<file path="src/rtl/ring_nic.sv">
// ring_nic: network interface between a processor core and the PE port of one
// ring router. The core sees a 4-entry register window:
//   addr 00  input channel buffer  (read returns the packet and frees the slot)
//   addr 01  input channel status  (bit 0 = in_full)
//   addr 10  output channel buffer (write queues a packet for injection)
//   addr 11  output channel status (bit 0 = out_full)
// Each channel holds at most one packet. Injection waits for router ready and
// for the router polarity to match the packet's VC bit (bit 63).
//
// Optional feature: define RING_NIC_STATS_EN to add 16-bit tx/rx packet
// counters. Both status words then report tx_cnt in 63:48 and rx_cnt in 47:32.
//
// Ports:
//   clk, reset       clock, synchronous active-high reset
//   addr, din, en,   processor register access (wrEn=1 write, 0 read)
//   wrEn, dout       dout is registered, valid the cycle after a read
//   net_polarity     router polarity
//   net_so/net_ro    send / ready handshake into the router PE input
//   net_do           packet to the router
//   net_si/net_ri    send / ready handshake from the router PE output
//   net_di           packet from the router
module ring_nic #(
   parameter int unsigned DATA_W = 64
) (
   input  logic              clk,
   input  logic              reset,
   input  logic [1:0]        addr,
   input  logic [DATA_W-1:0] din,
   output logic [DATA_W-1:0] dout,
   input  logic              en,
   input  logic              wrEn,
   input  logic              net_polarity,
   output logic              net_so,
   input  logic              net_ro,
   output logic [DATA_W-1:0] net_do,
   input  logic              net_si,
   output logic              net_ri,
   input  logic [DATA_W-1:0] net_di
);

   localparam int unsigned VC_BIT = DATA_W - 1;
`ifdef RING_NIC_STATS_EN
   localparam int unsigned CNT_W  = 16;
`endif

   localparam logic [1:0] ADDR_IN_BUF   = 2'b00;
   localparam logic [1:0] ADDR_IN_STAT  = 2'b01;
   localparam logic [1:0] ADDR_OUT_BUF  = 2'b10;
   localparam logic [1:0] ADDR_OUT_STAT = 2'b11;

   typedef enum logic {
      EMPTY = 1'b0,
      FULL  = 1'b1
   } chan_state_t;

   chan_state_t       out_state;
   chan_state_t       in_state;
   logic [DATA_W-1:0] out_buf;
   logic [DATA_W-1:0] in_buf;

   logic              out_full;
   logic              in_full;
   logic              rd_en;
   logic              wr_out;
   logic              rd_in;
   logic              capture;
   logic [DATA_W-1:0] in_status;
   logic [DATA_W-1:0] out_status;

`ifdef RING_NIC_STATS_EN
   logic [CNT_W-1:0]  tx_cnt;
   logic [CNT_W-1:0]  rx_cnt;
`endif

   assign out_full = (out_state == FULL);
   assign in_full  = (in_state == FULL);

   // Access decode
   assign rd_en  = en & ~wrEn;
   assign wr_out = en & wrEn & (addr == ADDR_OUT_BUF);
   assign rd_in  = rd_en & (addr == ADDR_IN_BUF);

   // Router handshakes; both are held low while reset is asserted
   assign net_so  = out_full & net_ro & (net_polarity == out_buf[VC_BIT]) & ~reset;
   assign net_ri  = ~in_full & ~reset;
   assign capture = net_si & net_ri;
   assign net_do  = out_buf;

   // Status words: full flag in bit 0, optional counters in the top half
   always_comb begin
      in_status     = '0;
      out_status    = '0;
      in_status[0]  = in_full;
      out_status[0] = out_full;
`ifdef RING_NIC_STATS_EN
      in_status[DATA_W-1 -: CNT_W]          = tx_cnt;
      in_status[DATA_W-1-CNT_W -: CNT_W]    = rx_cnt;
      out_status[DATA_W-1 -: CNT_W]         = tx_cnt;
      out_status[DATA_W-1-CNT_W -: CNT_W]   = rx_cnt;
`endif
   end

   // Channel FSMs, buffers and registered read data
   always_ff @(posedge clk) begin
      if (reset) begin
         out_state <= EMPTY;
         in_state  <= EMPTY;
         out_buf   <= '0;
         in_buf    <= '0;
         dout      <= '0;
`ifdef RING_NIC_STATS_EN
         tx_cnt    <= '0;
         rx_cnt    <= '0;
`endif
      end else begin
         // Output channel: a write into a FULL slot (even one being sent
         // this same cycle) is dropped.
         case (out_state)
            EMPTY: begin
               if (wr_out) begin
                  out_buf   <= din;
                  out_state <= FULL;
               end
            end
            FULL: begin
               if (net_so) begin
                  out_buf   <= '0;
                  out_state <= EMPTY;
               end
            end
            default: out_state <= EMPTY;
         endcase

         // Input channel: capture only when ready; a read frees the slot but
         // keeps the last packet visible as stale data.
         case (in_state)
            EMPTY: begin
               if (capture) begin
                  in_buf   <= net_di;
                  in_state <= FULL;
               end
            end
            FULL: begin
               if (rd_in) begin
                  in_state <= EMPTY;
               end
            end
            default: in_state <= EMPTY;
         endcase

         if (rd_en) begin
            case (addr)
               ADDR_IN_BUF:   dout <= in_buf;
               ADDR_IN_STAT:  dout <= in_status;
               ADDR_OUT_BUF:  dout <= out_buf;
               ADDR_OUT_STAT: dout <= out_status;
               default:       dout <= '0;
            endcase
         end

`ifdef RING_NIC_STATS_EN
         if (net_so) begin
            tx_cnt <= tx_cnt + CNT_W'(1);
         end
         if (capture) begin
            rx_cnt <= rx_cnt + CNT_W'(1);
         end
`endif
      end
   end

endmodule
</file>
<file path="config.mk">
export PLATFORM = sky130hd
export DESIGN_NAME = ring_nic
export DESIGN_NICKNAME = d
export VERILOG_FILES = /design/src/rtl/ring_nic.sv
export SDC_FILE = /design/constraint.sdc
export NUM_CORES = 1
export LEC_CHECK = 0
export ABC_CLOCK_PERIOD_IN_PS = 1640
export BUFFER_PORTS_ARGS = -buffer_cell sky130_fd_sc_hd__buf_4
export CORE_ASPECT_RATIO = 0.6
export CORE_MARGIN = 3
export CORE_UTILIZATION = 51
export CTS_CLUSTER_DIAMETER = 50
export DETAILED_ROUTE_END_ITERATION = 10
export PLACE_DENSITY_LB_ADDON = 0.25
export SLEW_MARGIN = 15
export SYNTH_ARGS = -nofsm -noshare
export SYNTH_HDL_FRONTEND = slang
export SYNTH_SLANG_ARGS = --single-unit
</file>
<file path="constraint.sdc">
create_clock -name clk -period 1.64 [get_ports clk]
set_clock_uncertainty 0.05 [all_clocks]
set_input_delay 0.082 -clock clk [delete_from_list [all_inputs] [get_ports clk]]
set_output_delay 0.082 -clock clk [all_outputs]
set_load 0.01 [all_outputs]
</file>
==> impl_metrics.py <==
metrics = {
    "detailed_routing": {
        "wl_per_cell_um": 18.9,
        "ant_nets": 0,
        "dr.pass1.iters": 9,
        "wl_met1_um": 10800,
        "dr.max_layer_used": "met4",
        "avgViaCountPerCell": 5.70,
        "drt_wl_total_um": 26000,
        "wl_met2_um": 12400,
        "met3_wirelength_um": 2250,
        "drtIter0Drc": 940,
        "drc": 0,
        "vias": 7853,
    },
    "setup_path": {
        "worst_r2r_path_depth": 5,
        "critical_path.reg2reg.startpoint": "net_do[63]",
        "slowest_delay_ns": 0.36,
        "cp-end-kind": "output pin",
        "crit_type": "flop to output pin",
        "worstPathCellList": "nand2_1 -> nor3_4 -> buf_12 -> buf_4",
        "r2r_slack_ns": 0.15,
        "cp_top_family": "flip-flops",
        "cp.arrival_ns": 1.38,
        "crit_required_ns": 1.51,
        "crit_buf_inv": 2,
        "worstSetupStartpointType": "flop",
        "crit_slowest_cell": "dfxtp_2",
        "crit_fanout": 3,
        "rr_endpoint": "net_do[56]",
    },
    "cts": {
        "ctsLongestPathBuffers": 2,
        "htree_levels": 4,
        "cts_sinks": 194,
        "numCtsBuffers": 17,
        "cts_tree": "built",
        "clk-insertion-delay-late_ns": 0.42,
        "clk_pin_slew_ns": 0.07,
        "ctsRootBufferMaster": "clkbuf_16",
    },
    "synth": {
        "yosysTopAreaCellShare_pct": 46.6,
        "synth-seq-cells": 194,
        "ys_top_cells_by_count": "dfxtp_1, nand2b_1, nor2_1",
        "synth_cells": 814,
        "ys.flop_type": "dfxtp_1",
        "ys_warn_count": 0,
        "syn_nets": 951,
        "syn-mean-instance-area_um2": 10.2,
        "yosysTopAreaCell": "dfxtp_1",
        "synth.most_common_cell": "dfxtp_1",
        "yosysSeqAreaShare_pct": 46.6,
        "synth_cell_types": 28,
        "synthTopCellsByArea": "dfxtp_1, o41ai_2, nand4bb_1",
        "async_reset_ff_share_pct": 0,
        "synth_edf_count": 0,
        "synth_area_mm2": 0.00833,
    },
    "finish": {
        "drive_above_1_share_pct": 33.6,
        "layout.nets": 1298,
        "n_antenna_cell": 0,
        "area_growth_pct": 48.6,
        "final_util_pct": 79.0,
        "instances_no_fill": 1377,
    },
    "timing": {
        "min_period_ns": 1.51,
        "fin_crit_sh_pct": 92.2,
        "finalHoldViolCount": 0,
        "fmax_mhz": 662,
        "worstMarginPinSlew_ns": 0.514,
        "slew_headroom_pct": 65.7,
        "drv_slew": 0,
        "setup_viol": 0,
    },
    "power_and_ir_drop": {
        "intPower_mw": 7.71,
        "ir_drop_mv": 0.660,
        "p_sw_share_pct": 25.2,
        "p_switching_mw": 2.60,
        "leakage_nw": 5.14,
        "power_frac_clock_pct": 39.5,
        "pwr-share-seq_pct": 48.3,
        "powerDensity_mw_per_mm2": 833,
        "combPwrFrac_pct": 12.2,
    },
    "hold_path": {
        "hold_class": "input port to flop",
        "hold_path_end": "dout[0]",
        "min_from": "addr[0]",
        "min_path_cells": 4,
    },
    "floorplan": {
        "fp.dieW_um": 171,
        "io_pins": 267,
        "coreArea_mm2": 0.0157,
        "chipHeight_um": 105,
        "die_area_mm2": 0.0180,
        "rows": 35,
        "initial_core_util_pct": 53.1,
    },
    "place": {
        "io_buffers": 266,
        "dp.cells": 1212,
        "dp_hpwl_um": 15600,
        "gp_congestion": 0.803,
    },
    "run_status": {
        "status": "completed",
    },
    "grt": {
        "grt_pass1_vias": 7775,
        "overflow": 0,
        "grt_max_degree": 96,
        "antenna_found_initial": 0,
        "grt_usage_pct": 28.0,
        "grt_pass1_wl_um": 40800,
    },
    "flow_run": {
        "drv_cap": 0,
    },
}
## worst max path at each step
stage               startpoint          to  slack (ns)  cells after the start
floorplan           net_do[63]  net_do[54]        0.27                      4
global placement    net_do[63]  net_do[22]        0.08                      4
detailed placement  net_do[63]  net_do[22]        0.03                      4
CTS                 net_do[63]      net_so        0.04                      4
global route        net_do[63]  net_do[63]       -0.01                      5
finish                out_full      net_so        0.13                      4
## flip-flops by register name, indices dropped and copies added, names as in the netlist
register / cells
dout: 64
in_buf: 64
net_do: 64
in_full: 1
out_full: 1
## stage by stage
step	area [um^2]	setup slack, ns	hold WS (ns)	total power [mW]	TNS (ns)
2_1_floorplan	8330	0.267	0.141	5.56	0
3_3_place_gp	10400	0.0750	0.225	6.04	0
3_5_place_dp	10400	0.0261	0.230	6.05	0
4_1_cts	12400	0.0428	0.0476	10.3	0
5_1_grt	12400	-0.0104	0.0742	10.7	-0.0104
6_report	12400	0.129	0.0739	10.3	0
## final cells by class
cell class	count	area, um^2
Sequential cell	194	3890
Multi-Input combinational cell	464	3760
Timing Repair Buffer	420	3660
Fill cell	983	3300
Clock buffer	20	467
Tap cell	203	254
Inverter	64	240
Clock inverter	12	118
## worst register-to-register path, stage by stage (launching register included)
cell,delay [ns]
dfxtp_2,0.37
xor2_2,0.22
nor3_4,0.07
buf_4,0.14
bufbuf_16,0.27
o41ai_2,0.28
## what timing repair did
action / in CTS / in global routing
cloned: 1 / 0
resized for setup: 1 / 3
hold buffers: 129 / 0
setup endpoints to repair: 1 / 51
endpoints found under the hold margin: 129 / 0
pin swaps: 1 / 1
buffers inserted: 3 / 0
## power by group through the flow
stage                     sequential, mW  combinational [mW]  clock [mW]
after CTS                           4.97                1.23        4.14
after global routing                5.00                1.35        4.34
after global placement              5.08               0.956           0
after detailed placement            5.08               0.969           0
final                               4.98                1.26        4.08
after floorplan                     5.08               0.482           0
## cells by family (layout without fill, tap and decap cells)
| kind of cell | after synthesis | in the layout | synth area share [%] |
|---|---|---|---|
| multiplexers | 2 | 2 | 0.390 |
| buffers and inverters | 156 | 516 | 8.95 |
| AO/OA/AOI/OAI | 194 | 194 | 23.8 |
| AND/OR/NAND/NOR | 267 | 267 | 20.1 |
| flip-flops | 194 | 194 | 46.6 |
| XOR/XNOR | 1 | 1 | 0.105 |
## per-layer routing
| metal | up-vias | global-route usage, % |
|---|---|---|
| li1 | 3681 | - |
| met2 | 382 | 45.3 |
| met4 | 0 | 9.47 |
| met1 | 3743 | 36.9 |
| met3 | 47 | 6.62 |
| met5 | - | 0 |
## placed cells by master, fill, tap and decap left out, types with 2 or more instances in the layout
cell type      netlist  routed
o21ai_1             37      37
buf_12               0      12
clkbuf_8             0       3
inv_8                0       2
inv_6                0       3
buf_4                6     276
dlygate4sd3_1        0     129
dfxtp_2              0       2
clkbuf_16            0      17
nand2b_1            66      65
a222oi_1            63      63
nand4bb_1           64      64
inv_1               64      64
o41ai_1              4       4
nor2_1              66      66
clkinv_4             0       6
dfxtp_1            194     192
nand2_1             65      65
buf_6               13       2
o41ai_2             60      60
o21ai_0             27      27
No activity file was read; power rests on OpenSTA's default activity.
